[config.mk]
export PLATFORM = sky130hd
export DESIGN_NAME = serial_subtractor_flat
export DESIGN_NICKNAME = d
export VERILOG_FILES = /design/src/rtl/serial_subtractor_if.sv /design/src/rtl/serial_subtractor.sv /design/src/flat_wrapper.sv
export SDC_FILE = /design/constraint.sdc
export NUM_CORES = 1
export LEC_CHECK = 0
export CORE_MARGIN = 2
export CORE_UTILIZATION = 35
export CTS_BUF_LIST = sky130_fd_sc_hd__clkbuf_8
export DETAILED_ROUTE_END_ITERATION = 7
export GPL_TIMING_DRIVEN = 0
export MAX_ROUTING_LAYER = met4
export PLACE_DENSITY = 0.58
export SLEW_MARGIN = 20
export SYNTH_ARGS = -nofsm -noshare
export SYNTH_HDL_FRONTEND = slang
export SYNTH_SLANG_ARGS = --single-unit
export TNS_END_PERCENT = 30
[constraint.sdc]
create_clock -name clk -period 3.1 [get_ports clk]
set_input_delay 0.62 -clock clk [delete_from_list [all_inputs] [get_ports clk]]
set_output_delay 0.62 -clock clk [all_outputs]
set_load 0.005 [all_outputs]
[src/rtl/serial_subtractor_if.sv]
//------------------------------------------------------------------------------
// serial_subtractor_if : start/done handshake bundle for serial_subtractor.
// ovf is present only when OVERFLOW_FLAG_EN is defined.
// Revision: 1.0 - initial release
//------------------------------------------------------------------------------
`timescale 1ns/1ps
`default_nettype none

interface serial_subtractor_if #(
   parameter int WIDTH = 8
);
   logic             start;
   logic [WIDTH-1:0] A;
   logic [WIDTH-1:0] B;
   logic             Bin;
   logic             busy;
   logic             done;
   logic [WIDTH-1:0] diff;
   logic             Bout;
`ifdef OVERFLOW_FLAG_EN
   logic             ovf;
`endif

   modport master (
      output start, A, B, Bin,
      input  busy, done, diff, Bout
`ifdef OVERFLOW_FLAG_EN
      , input ovf
`endif
   );

   modport slave (
      input  start, A, B, Bin,
      output busy, done, diff, Bout
`ifdef OVERFLOW_FLAG_EN
      , output ovf
`endif
   );
endinterface

`default_nettype wire

[src/rtl/serial_subtractor.sv]
//------------------------------------------------------------------------------
// serial_subtractor : bit-serial diff = A - B - Bin, LSB first, one bit/clock.
// Optional signed overflow flag enabled by defining OVERFLOW_FLAG_EN.
// Revision: 1.0 - initial release
//------------------------------------------------------------------------------
`timescale 1ns/1ps
`default_nettype none

module serial_subtractor #(
   parameter int WIDTH = 8
) (
   input  wire logic          clk,
   input  wire logic          rst,
   serial_subtractor_if.slave bus
);

   localparam int c_CW = (WIDTH > 1) ? $clog2(WIDTH) : 1;
   localparam logic [c_CW-1:0] c_LAST = c_CW'(WIDTH - 1);

   typedef enum logic [1:0] {
      S_IDLE  = 2'd0,
      S_SHIFT = 2'd1,
      S_DONE  = 2'd2
   } state_t;

   state_t           r_state;
   logic [WIDTH-1:0] r_a_sr;
   logic [WIDTH-1:0] r_b_sr;
   logic [WIDTH-2:0] r_res_sr;
   logic             r_br;
   logic [c_CW-1:0]  r_cnt;
   logic             r_busy;
   logic             r_done;
   logic [WIDTH-1:0] r_diff;
   logic             r_bout;
`ifdef OVERFLOW_FLAG_EN
   logic             r_a_msb;
   logic             r_b_msb;
   logic             r_ovf;
`endif

   logic             w_a;
   logic             w_b;
   logic             w_d;
   logic             w_br_nxt;
   logic [WIDTH-1:0] w_res_nxt;

   // Full-subtractor cell on the current LSBs; new bit enters the result at the MSB.
   assign w_a       = r_a_sr[0];
   assign w_b       = r_b_sr[0];
   assign w_d       = w_a ^ w_b ^ r_br;
   assign w_br_nxt  = (~w_a & w_b) | (~(w_a ^ w_b) & r_br);
   assign w_res_nxt = {w_d, r_res_sr};

   always_ff @(posedge clk) begin
      if (rst) begin
         r_state  <= S_IDLE;
         r_a_sr   <= '0;
         r_b_sr   <= '0;
         r_res_sr <= '0;
         r_br     <= 1'b0;
         r_cnt    <= '0;
         r_busy   <= 1'b0;
         r_done   <= 1'b0;
         r_diff   <= '0;
         r_bout   <= 1'b0;
`ifdef OVERFLOW_FLAG_EN
         r_a_msb  <= 1'b0;
         r_b_msb  <= 1'b0;
         r_ovf    <= 1'b0;
`endif
      end else begin
         r_done <= 1'b0;
         case (r_state)
            S_IDLE, S_DONE: begin
               if (bus.start) begin
                  r_a_sr   <= bus.A;
                  r_b_sr   <= bus.B;
                  r_br     <= bus.Bin;
                  r_res_sr <= '0;
                  r_cnt    <= '0;
                  r_busy   <= 1'b1;
`ifdef OVERFLOW_FLAG_EN
                  r_a_msb  <= bus.A[WIDTH-1];
                  r_b_msb  <= bus.B[WIDTH-1];
`endif
                  r_state  <= S_SHIFT;
               end else begin
                  r_state  <= S_IDLE;
               end
            end
            S_SHIFT: begin
               r_a_sr   <= r_a_sr >> 1;
               r_b_sr   <= r_b_sr >> 1;
               r_res_sr <= w_res_nxt[WIDTH-1:1];
               r_br     <= w_br_nxt;
               r_cnt    <= r_cnt + 1'b1;
               if (r_cnt == c_LAST) begin
                  r_diff  <= w_res_nxt;
                  r_bout  <= w_br_nxt;
`ifdef OVERFLOW_FLAG_EN
                  r_ovf   <= (r_a_msb ^ r_b_msb) & (r_a_msb ^ w_d);
`endif
                  r_done  <= 1'b1;
                  r_busy  <= 1'b0;
                  r_state <= S_DONE;
               end
            end
            default: r_state <= S_IDLE;
         endcase
      end
   end

   assign bus.busy = r_busy;
   assign bus.done = r_done;
   assign bus.diff = r_diff;
   assign bus.Bout = r_bout;
`ifdef OVERFLOW_FLAG_EN
   assign bus.ovf  = r_ovf;
`endif

endmodule

`default_nettype wire

[src/flat_wrapper.sv]
// flat-port wrapper written by rule: the top's interface ports become plain ports
module serial_subtractor_flat 
#(
   parameter int WIDTH = 8
)
  (clk, rst, bus_start, bus_A, bus_B, bus_Bin, bus_busy, bus_done, bus_diff, bus_Bout);
  serial_subtractor_if #(.WIDTH(WIDTH)) bus_i ();
  input  wire logic clk;
  input  wire logic rst;
  input wire logic [$bits(bus_i.start)-1:0] bus_start;
  input wire logic [$bits(bus_i.A)-1:0] bus_A;
  input wire logic [$bits(bus_i.B)-1:0] bus_B;
  input wire logic [$bits(bus_i.Bin)-1:0] bus_Bin;
  output wire logic [$bits(bus_i.busy)-1:0] bus_busy;
  output wire logic [$bits(bus_i.done)-1:0] bus_done;
  output wire logic [$bits(bus_i.diff)-1:0] bus_diff;
  output wire logic [$bits(bus_i.Bout)-1:0] bus_Bout;
  assign bus_i.start = bus_start;
  assign bus_i.A = bus_A;
  assign bus_i.B = bus_B;
  assign bus_i.Bin = bus_Bin;
  assign bus_busy = bus_i.busy;
  assign bus_done = bus_i.done;
  assign bus_diff = bus_i.diff;
  assign bus_Bout = bus_i.Bout;
  serial_subtractor #(.WIDTH(WIDTH)) u_core (.clk(clk), .rst(rst), .bus(bus_i));
endmodule
# Yosys cells after proc, flatten, opt, wreduce, memory -nomap -nowiden
# Index checks and enable logic that the tools add are counted.
[word_totals]
regBits = 40
mem_count = 0
output_inout_bits = 11
wordCells = 48
rom_bits = 0
ram_bits = 0
in_bits = 20
latch_bits = 0
[classes]
n_div = 0
n_lt_le_gt_ge = 0
shift = 0
n_mul = 0
n_addsub = 1
bitwise_logic = 8
reduce_logical = 7
n_mux = 17
eq_ne = 5
[op_table]
columns = ["cell", "count"]
rows = [
  ["$pmux 8 s2", 2],
  ["$mux 8", 2],
  ["$pmux 7 s2", 1],
  ["$mux 7", 1],
  ["$pmux 3 s2", 1],
  ["$mux 1", 5],
  ["$pmux 1 s2", 2],
  ["$pmux 2 s2", 1],
  ["$reduce_and 2->1", 2],
  ["$reduce_or 2->1", 2],
  ["$add 3x1->3 const B", 1],
  ["$eq 3x3->1 const B", 1],
  ["$mux 3", 1],
  ["$not 1->1", 3],
  ["$reduce_and 3->1", 1],
  ["$and 1x1->1", 2],
  ["$eq 2x1->1 const B", 1],
  ["$eq 2x2->1 const B", 1],
  ["$logic_not 2->1", 1],
  ["$mux 2", 1],
  ["$ne 2x1->1 const B", 1],
  ["$ne 2x2->1 const B", 1],
  ["$reduce_bool 2->1", 1],
  ["$xor 1x1->1", 2],
  ["$or 1x1->1", 1],
]

# Logic depth before layout (Yosys ltp)
# Gate-level depths: netlist of the first run.
[depth]
depth_word = 5
mapped_depth = 6
mapped_depth_nobuf = 5

# Worst setup path before layout of the first run
# Ideal clock, no wire load.
[synth_timing]
path_kind = "in2reg"
from = "input port bus_start"
to = "register u_core.r_b_sr[5]"
t_required_ns = 3.012
n_path_buf = 2
path_slack_ns = 1.704
t_arrival_ns = 1.308
setup_time_ns = 0.088
path_stages = 5
cell_sequence = "nor2b_1 buf_4 buf_4 nand2_1 a311oi_2"
[synth_via]
elab_chain_len = 2
[synth_rtl]
columns = ["element", "line", "source"]
rows = [
  ["start: declaration", "flat_wrapper.sv:10", "input wire logic [$bits(bus_i.start)-1:0] bus_start;"],
  ["$ne 2x2->1 (no source line)", "--", ""],
  ["$reduce_and 2->1 (no source line)", "--", ""],
  ["end signal: assignment", "serial_subtractor.sv:78", "r_b_sr <= bus.B;"],
  ["end signal: assignment", "serial_subtractor.sv:94", "r_b_sr <= r_b_sr >> 1;"],
  ["end: declaration", "serial_subtractor.sv:28", "logic [WIDTH-1:0] r_b_sr;"],
]
# Every way passes these cells.
# A chain may end at the register's enable or synchronous reset.

# Worst setup path in the final report of the first run
[layout_timing]
from = "register u_core.r_busy, in the netlist u_core.bus.busy"
to = "output port bus_busy"
[layout_lines]
columns = ["element", "line", "source"]
rows = [
  ["start: declaration", "serial_subtractor.sv:32", "logic r_busy;"],
  ["start signal: assignment", "serial_subtractor.sv:63", "r_busy <= 1'b0;"],
  ["start signal: assignment", "serial_subtractor.sv:82", "r_busy <= 1'b1;"],
  ["start signal: assignment", "serial_subtractor.sv:105", "r_busy <= 1'b0;"],
  ["end: declaration", "flat_wrapper.sv:14", "output wire logic [$bits(bus_i.busy)-1:0] bus_busy;"],
]
# No word-level cell between the ends.

==> results of run 1 <==
## report_power, final
| group | internal, W | switching (W) |
|---|---|---|
| clock network | 0.000236 | 0.000177 |
| registers | 0.000539 | 0.0000147 |
| logic | 0.0000678 | 0.0000748 |
| total | 0.000843 | 0.000267 |
## stage by stage
step / instance area (um2) / hold slack, ns
2_1_floorplan: 1640 / 0.432
3_3_place_gp: 1990 / 0.447
3_5_place_dp: 1990 / 0.448
4_1_cts: 2100 / 0.459
5_1_grt: 2100 / 0.483
6_report: 2100 / 0.455
## registers in the layout, summed over array words and instances, names as in the netlist
signal	count
u_core.r_state	2
u_core.r_res_sr	7
u_core.bus.busy	1
u_core.r_br	1
u_core.r_cnt	3
u_core.bus.diff	8
u_core.bus.Bout	1
u_core.bus.done	1
u_core.r_a_sr	8
u_core.r_b_sr	8
## cell usage after synthesis
master / n
sky130_fd_sc_hd__a211oi_1: 1
sky130_fd_sc_hd__a21oi_1: 22
sky130_fd_sc_hd__a2bb2oi_1: 1
sky130_fd_sc_hd__a311oi_1: 8
sky130_fd_sc_hd__a311oi_2: 6
sky130_fd_sc_hd__and3b_1: 1
sky130_fd_sc_hd__buf_2: 5
sky130_fd_sc_hd__buf_4: 4
sky130_fd_sc_hd__buf_6: 2
sky130_fd_sc_hd__clkbuf_1: 6
sky130_fd_sc_hd__dfxtp_1: 40
sky130_fd_sc_hd__fa_1: 1
sky130_fd_sc_hd__ha_1: 2
sky130_fd_sc_hd__inv_1: 2
sky130_fd_sc_hd__nand2_1: 55
sky130_fd_sc_hd__nand2b_1: 3
sky130_fd_sc_hd__nand3_1: 13
sky130_fd_sc_hd__nand3b_1: 1
sky130_fd_sc_hd__nor2_1: 19
sky130_fd_sc_hd__nor2b_1: 2
sky130_fd_sc_hd__o21a_1: 1
## cell type report
type	instances	area, um2
Clock inverter	3	38.8
Multi-Input combinational cell	136	729
Buffer	17	100
Inverter	2	7.51
Clock buffer	5	68.8
Tap cell	52	65.1
Fill cell	453	2340
Timing Repair Buffer	29	290
Sequential cell	40	801
## layer usage
metal,global-route usage,wire length (um),up-vias,share of wire
li1,-,-,728,-
met1,0.192,1700,648,0.49
met2,0.224,1580,33,0.45
met3,0.0458,186,2,0.053
met4,0.0556,34,0,0.0097
met5,-,0,-,0
## tightest hold or removal path: cells and delay by family (launching register included)
kind,cells,cell delay [ns]
flops,1,0.31
simple gates,1,0.05
compound gates,1,0.05
## worst max-delay path by stage
stage                                             from                       endpoint  cells past startpoint
after floorplan                              bus_start  u_core.r_b_sr[5]$_SDFFE_PP0P_                      5
after global placement                       bus_start  u_core.r_b_sr[1]$_SDFFE_PP0P_                      6
after detailed placement                     bus_start  u_core.r_b_sr[5]$_SDFFE_PP0P_                      6
after CTS                 u_core.bus.busy$_SDFFE_PP0P_                       bus_busy                      1
after global routing                         bus_start  u_core.r_b_sr[1]$_SDFFE_PP0P_                      6
final                     u_core.bus.busy$_SDFFE_PP0P_                       bus_busy                      1
## cells by family (layout without fill, tap and decap cells)
kind of cell    after synthesis  after routing
buf+inv                      19             56
simple gates                 94             94
compound gates               39             39
flops                        40             40
fa+ha+maj                     3              3
==> impl_metrics.tcl, run 1 <==
set metrics [dict create \
    outcome "finished clean" \
    layout_common_cells "sky130_fd_sc_hd__nand2_1, sky130_fd_sc_hd__dfxtp_1, sky130_fd_sc_hd__clkdlybuf4s50_1" \
    worstReg2RegEnd "u_core.bus.diff[6]$_SDFFE_PP0P_" \
    cts_hold_repair.buffers 0 \
    insertedDiodeCount 0 \
    initial_utilization 0.369 \
    antenna_viol_nets_final 0 \
    max-slew-margin-rel 0.584 \
    min-delay-path-class "flop to flop" \
    die_w_um 72.4 \
    total_leakage_power_nw 0.764 \
    setup_viols_final 0 \
    totalNegativeSetupSlack_ns 0 \
    nature_of_the_critical_path_startpoint "flop" \
    worst-endpoint-required_ns 2.48 \
    grt_pass1_wl_mm 6.02 \
    place.gp.congestion 0.716 \
    hold_end "u_core.bus.diff[5]$_SDFFE_PP0P_" \
    main_combinational_cell_family_by_area_after_synthesis "simple AND/OR/NAND/NOR gates" \
    postRouteWirelength_mm 3.50 \
    critPathMaxStageDelay_ns 0.50 \
    synth.area.top_cells "sky130_fd_sc_hd__dfxtp_1, sky130_fd_sc_hd__nand2_1, sky130_fd_sc_hd__a21oi_1, sky130_fd_sc_hd__a311oi_2, sky130_fd_sc_hd__nor2_1" \
    synth_seq_cells 40 \
    drc_errors 0 \
    tritoncts_clock_tree "built" \
    clock_pin_slew_on_the_worst_setup_and_hold_paths_ns 0.07 \
    preCtsSetupSlack_ns 1.09 \
    worst_path_max_delay_cell "sky130_fd_sc_hd__clkdlybuf4s50_1" \
    yosysTopAreaCell "sky130_fd_sc_hd__dfxtp_1" \
    mappedNetlistArea_um2 1640 \
    hold_path_depth 2 \
    antenna_violations_before_repair 0 \
    final_min_period_over_clock_period 0.565 \
    path_class "flop to primary output" \
    fmaxAchievable_ghz 0.571 \
    placedCellCount 276 \
    final_layout_size_suffix_gt1_frac 0.103 \
    number_of_distinct_library_cell_variants_in_the_gate_level_netlist_after_synthesis 21 \
    via_count_of_the_first_global_routing_pass 1333 \
    power_density_nw_per_um2 528 \
    r2r_cells 6 \
    vias_per_cell 4.97 \
    cts.path.max_buffers 2 \
    synth_area_per_cell_um2 8.40 \
    buffer_ports.inserted 29 \
    final_max_slew_viol_count 0 \
    globalRouteTotalUtil 0.150 \
    post_synth_xor_area_fraction 0 \
    synthesis.yosys.warnings 0 \
    max-cap-violations 0 \
    most_common_cell_after_layout_fill_and_taps_aside "sky130_fd_sc_hd__nand2_1" \
    syn2layout_area_growth_pct 28.3 \
    r2r_slack_ns 1.52 \
    synth-compound-area-share 0.180 \
    hold_viol 0 \
    rows 24 \
    worstSkewPairLatency_ns 0.29 \
    route.vias.total 1411 \
    cts_htree_levels 2 \
    detailedRoute.firstPassIterationCount 4 \
    dieHeight_um 72.4 \
    post-route-util 0.473 \
    totalPowerFinal_w 0.00111 \
    grt_start_max_net_pins 13 \
    setup_repair_after_global_routing_missed_its_margin "no" \
    die_area_um2 5240 \
    num_io_pins 31 \
    synth_seq_area_share 0.489 \
    worst-slew-pin-transition_ns 0.624 \
    grt_overflow 0 \
    crit_buf_inv 1 \
    synthesis.nets 218 \
    critical_path.cell_chain "clkdlybuf4s50_1" \
    holdCritStartpoint "u_core.bus.diff[5]$_SDFFE_PP0P_" \
    power.ir.vdd_worst_v 0.000188 \
    arrival_ns 1.13 \
    synthDominantCellAreaShare 0.489 \
    post-route-worst-setup-slack_ns 1.35 \
    dp_hpwl_mm 2.42 \
    design.final.nets 254 \
    synthSimpleGateAreaFrac 0.238 \
    drt_iter0_drc 41 \
    post_synth_inst_count 195 \
    post-route-min-period_ns 1.75 \
    clock_skew_ns 0.0101 \
    r2r_start "u_core.r_cnt[0]$_SDFFE_PP0P_" \
    top_fanout_value_on_the_critical_path 2 \
    numCtsBuffers 5 \
    count_of_cells_resized_by_post_cts_repair 0 \
    yosys-mux-area-fraction 0 \
    final_cells 284 \
    cts_sink_cnt 40 \
    synth_fa_ha_area_frac 0.0275 \
    end_kind "primary output" \
    cts.root.buffer_cell "sky130_fd_sc_hd__clkbuf_8" \
    crit_family "buffers and inverters" \
    cts_setup_buffers 0 \
    core_um2 4440 \
    drt-wirelength-per-cell_um 12.3 \
]
Note: power is estimated with default switching activity, not from simulation.
==> inputs of run 2 (changes only) <==
- PLACE_DENSITY: 0.58 -> 0.61
- clock period: 3.1 -> 1.6 ns (I/O delays scaled with it)
==> run 2 against run 1 <==
Die area unchanged. Flip-flop and latch count unchanged. Sequential share of layout area increased by 0.48 points. Critical path type unchanged.
==> impl_metrics.tcl, run 2 (synthesized netlist as in run 1, its figures left out) <==
set metrics [dict create \
    cts_htree_levels 2 \
    final_max_slew_viol_count 0 \
    drt-wirelength-per-cell_um 12.6 \
    power.share.clock 0.316 \
    r2r_cells 5 \
    clock_skew_ns 0.00543 \
    top_fanout_value_on_the_critical_path 2 \
    drt_iter0_drc 85 \
    critical_path.cell_chain "clkdlybuf4s50_1" \
    crit_buf_inv 1 \
    crit_family "buffers and inverters" \
    hold_viol 0 \
    detailedRoute.firstPassIterationCount 4 \
    totalNegativeSetupSlack_ns 0 \
    grt_overflow 0 \
    final_min_period_over_clock_period 0.902 \
    final_layout_size_suffix_gt1_frac 0.104 \
    layout_common_cells "sky130_fd_sc_hd__nand2_1, sky130_fd_sc_hd__dfxtp_1, sky130_fd_sc_hd__clkdlybuf4s50_1" \
    power.ir.vdd_worst_v 0.000357 \
    grt_pass1_wl_mm 6.20 \
    cts.path.max_buffers 2 \
    place.gp.congestion 0.765 \
    post-route-min-period_ns 1.44 \
    total_leakage_power_nw 0.753 \
    max-cap-violations 0 \
    outcome "finished clean" \
    setup_repair_after_global_routing_missed_its_margin "no" \
    holdCritStartpoint "rst" \
    globalRouteTotalUtil 0.156 \
    via_count_of_the_first_global_routing_pass 1386 \
    rows 24 \
    worst-endpoint-required_ns 1.28 \
    placedCellCount 276 \
    vias_per_cell 4.89 \
    path_class "flop to primary output" \
    register_area_um2 801 \
    insertedDiodeCount 0 \
    num_io_pins 31 \
    die_w_um 72.4 \
    worstSkewPairLatency_ns 0.29 \
    nature_of_the_critical_path_startpoint "flop" \
    critPathMaxStageDelay_ns 0.51 \
    tritoncts_clock_tree "built" \
    worst-slew-pin-transition_ns 0.630 \
    dp_hpwl_mm 2.45 \
    power.net_switching_w 0.000507 \
    route.vias.total 1385 \
    core_um2 4440 \
    totalPowerFinal_w 0.00197 \
    power.share.switching 0.257 \
    setup.worst_path.start "u_core.bus.diff[7]$_SDFFE_PP0P_" \
    final_cells 283 \
    syn2layout_area_growth_pct 26.7 \
    power_report.internal_total_w 0.00147 \
    dieHeight_um 72.4 \
    fmaxAchievable_ghz 0.693 \
    cts.root.buffer_cell "sky130_fd_sc_hd__clkbuf_8" \
    power_frac_seq 0.543 \
    filler_cells 453 \
    max-slew-margin-rel 0.580 \
    crit_cells 1 \
    min-delay-path-class "input pin to flop" \
    cts_sink_cnt 40 \
    r2r_start "u_core.r_cnt[0]$_SDFFE_PP0P_" \
    hold_path_depth 2 \
    final.hold.worst_slack_ns 0.439 \
    buffer_ports.inserted 29 \
    antenna_viol_nets_final 0 \
    drc_errors 0 \
    worst_path_max_delay_cell "sky130_fd_sc_hd__clkdlybuf4s50_1" \
    postRouteWirelength_mm 3.56 \
    die_area_um2 5240 \
    cts_hold_repair.buffers 0 \
    power_density_nw_per_um2 951 \
    end_kind "primary output" \
    post-route-util 0.467 \
    setup_viols_final 0 \
    share_comb_of_total_power 0.141 \
    area_occupied_by_multi_input_gates_um2 729 \
    arrival_ns 1.12 \
    design.final.nets 254 \
    initial_utilization 0.369 \
    numCtsBuffers 5 \
    most_common_cell_after_layout_fill_and_taps_aside "sky130_fd_sc_hd__nand2_1" \
    grt_start_max_net_pins 12 \
    clock_pin_slew_on_the_worst_setup_and_hold_paths_ns 0.07 \
    antenna_violations_before_repair 0 \
]
[run 2: area by class of cell]
| type | count | share of cell area |
|---|---|---|
| clock buffers | 5 | 0.0332 |
| multi-input cells | 136 | 0.352 |
| flip-flops and latches | 40 | 0.386 |
| well taps | 52 | 0.0314 |
| plain buffers | 16 | 0.0464 |
| inverters | 2 | 0.00362 |
| clock inverters | 2 | 0.00422 |
| repair buffers | 30 | 0.144 |
[run 2: layer usage]
layer,part of all wire,vias up,track usage
met5,0,-,-
met4,0.017,0,0.0679
met3,0.021,5,0.0292
met2,0.44,18,0.243
met1,0.52,637,0.198
li1,-,725,-
[run 2: worst paths after layout]
| path | to | slack (ns) |
|---|---|---|
| max | bus_diff[7] | 0.16 |
| max reg2reg | u_core.bus.Bout$_SDFFE_PP0P_ | 0.21 |
| min | u_core.r_state[1]$_SDFFE_PP0P_ | 0.44 |
| min reg2reg | u_core.bus.diff[2]$_SDFFE_PP0P_ | 0.46 |
[run 2: power by group through the flow]
stage | combinational [W] | sequential [W] | clock (W)
5_1_grt | 0.000311 | 0.00108 | 0.000674
3_3_place_gp | 0.000277 | 0.00109 | 0
6_report | 0.000277 | 0.00107 | 0.000624
4_1_cts | 0.000280 | 0.00107 | 0.000633
3_5_place_dp | 0.000279 | 0.00109 | 0
2_1_floorplan | 0.000182 | 0.00109 | 0
[run 2: per-stage QoR]
| stage | setup WS [ns] | instance area, um2 |
|---|---|---|
| after detailed placement | -0.137 | 1990 |
| after global placement | -0.127 | 1990 |
| final | 0.157 | 2070 |
| after floorplan | 0.293 | 1640 |
| after global routing | 0.0596 | 2070 |
| after CTS | 0.0826 | 2070 |
[run 2: what timing repair did]
item,CTS,global route
setup endpoints to repair,1,7
setup buffers,0,1
gates resized for setup,0,0
endpoints found under the hold margin,0,0
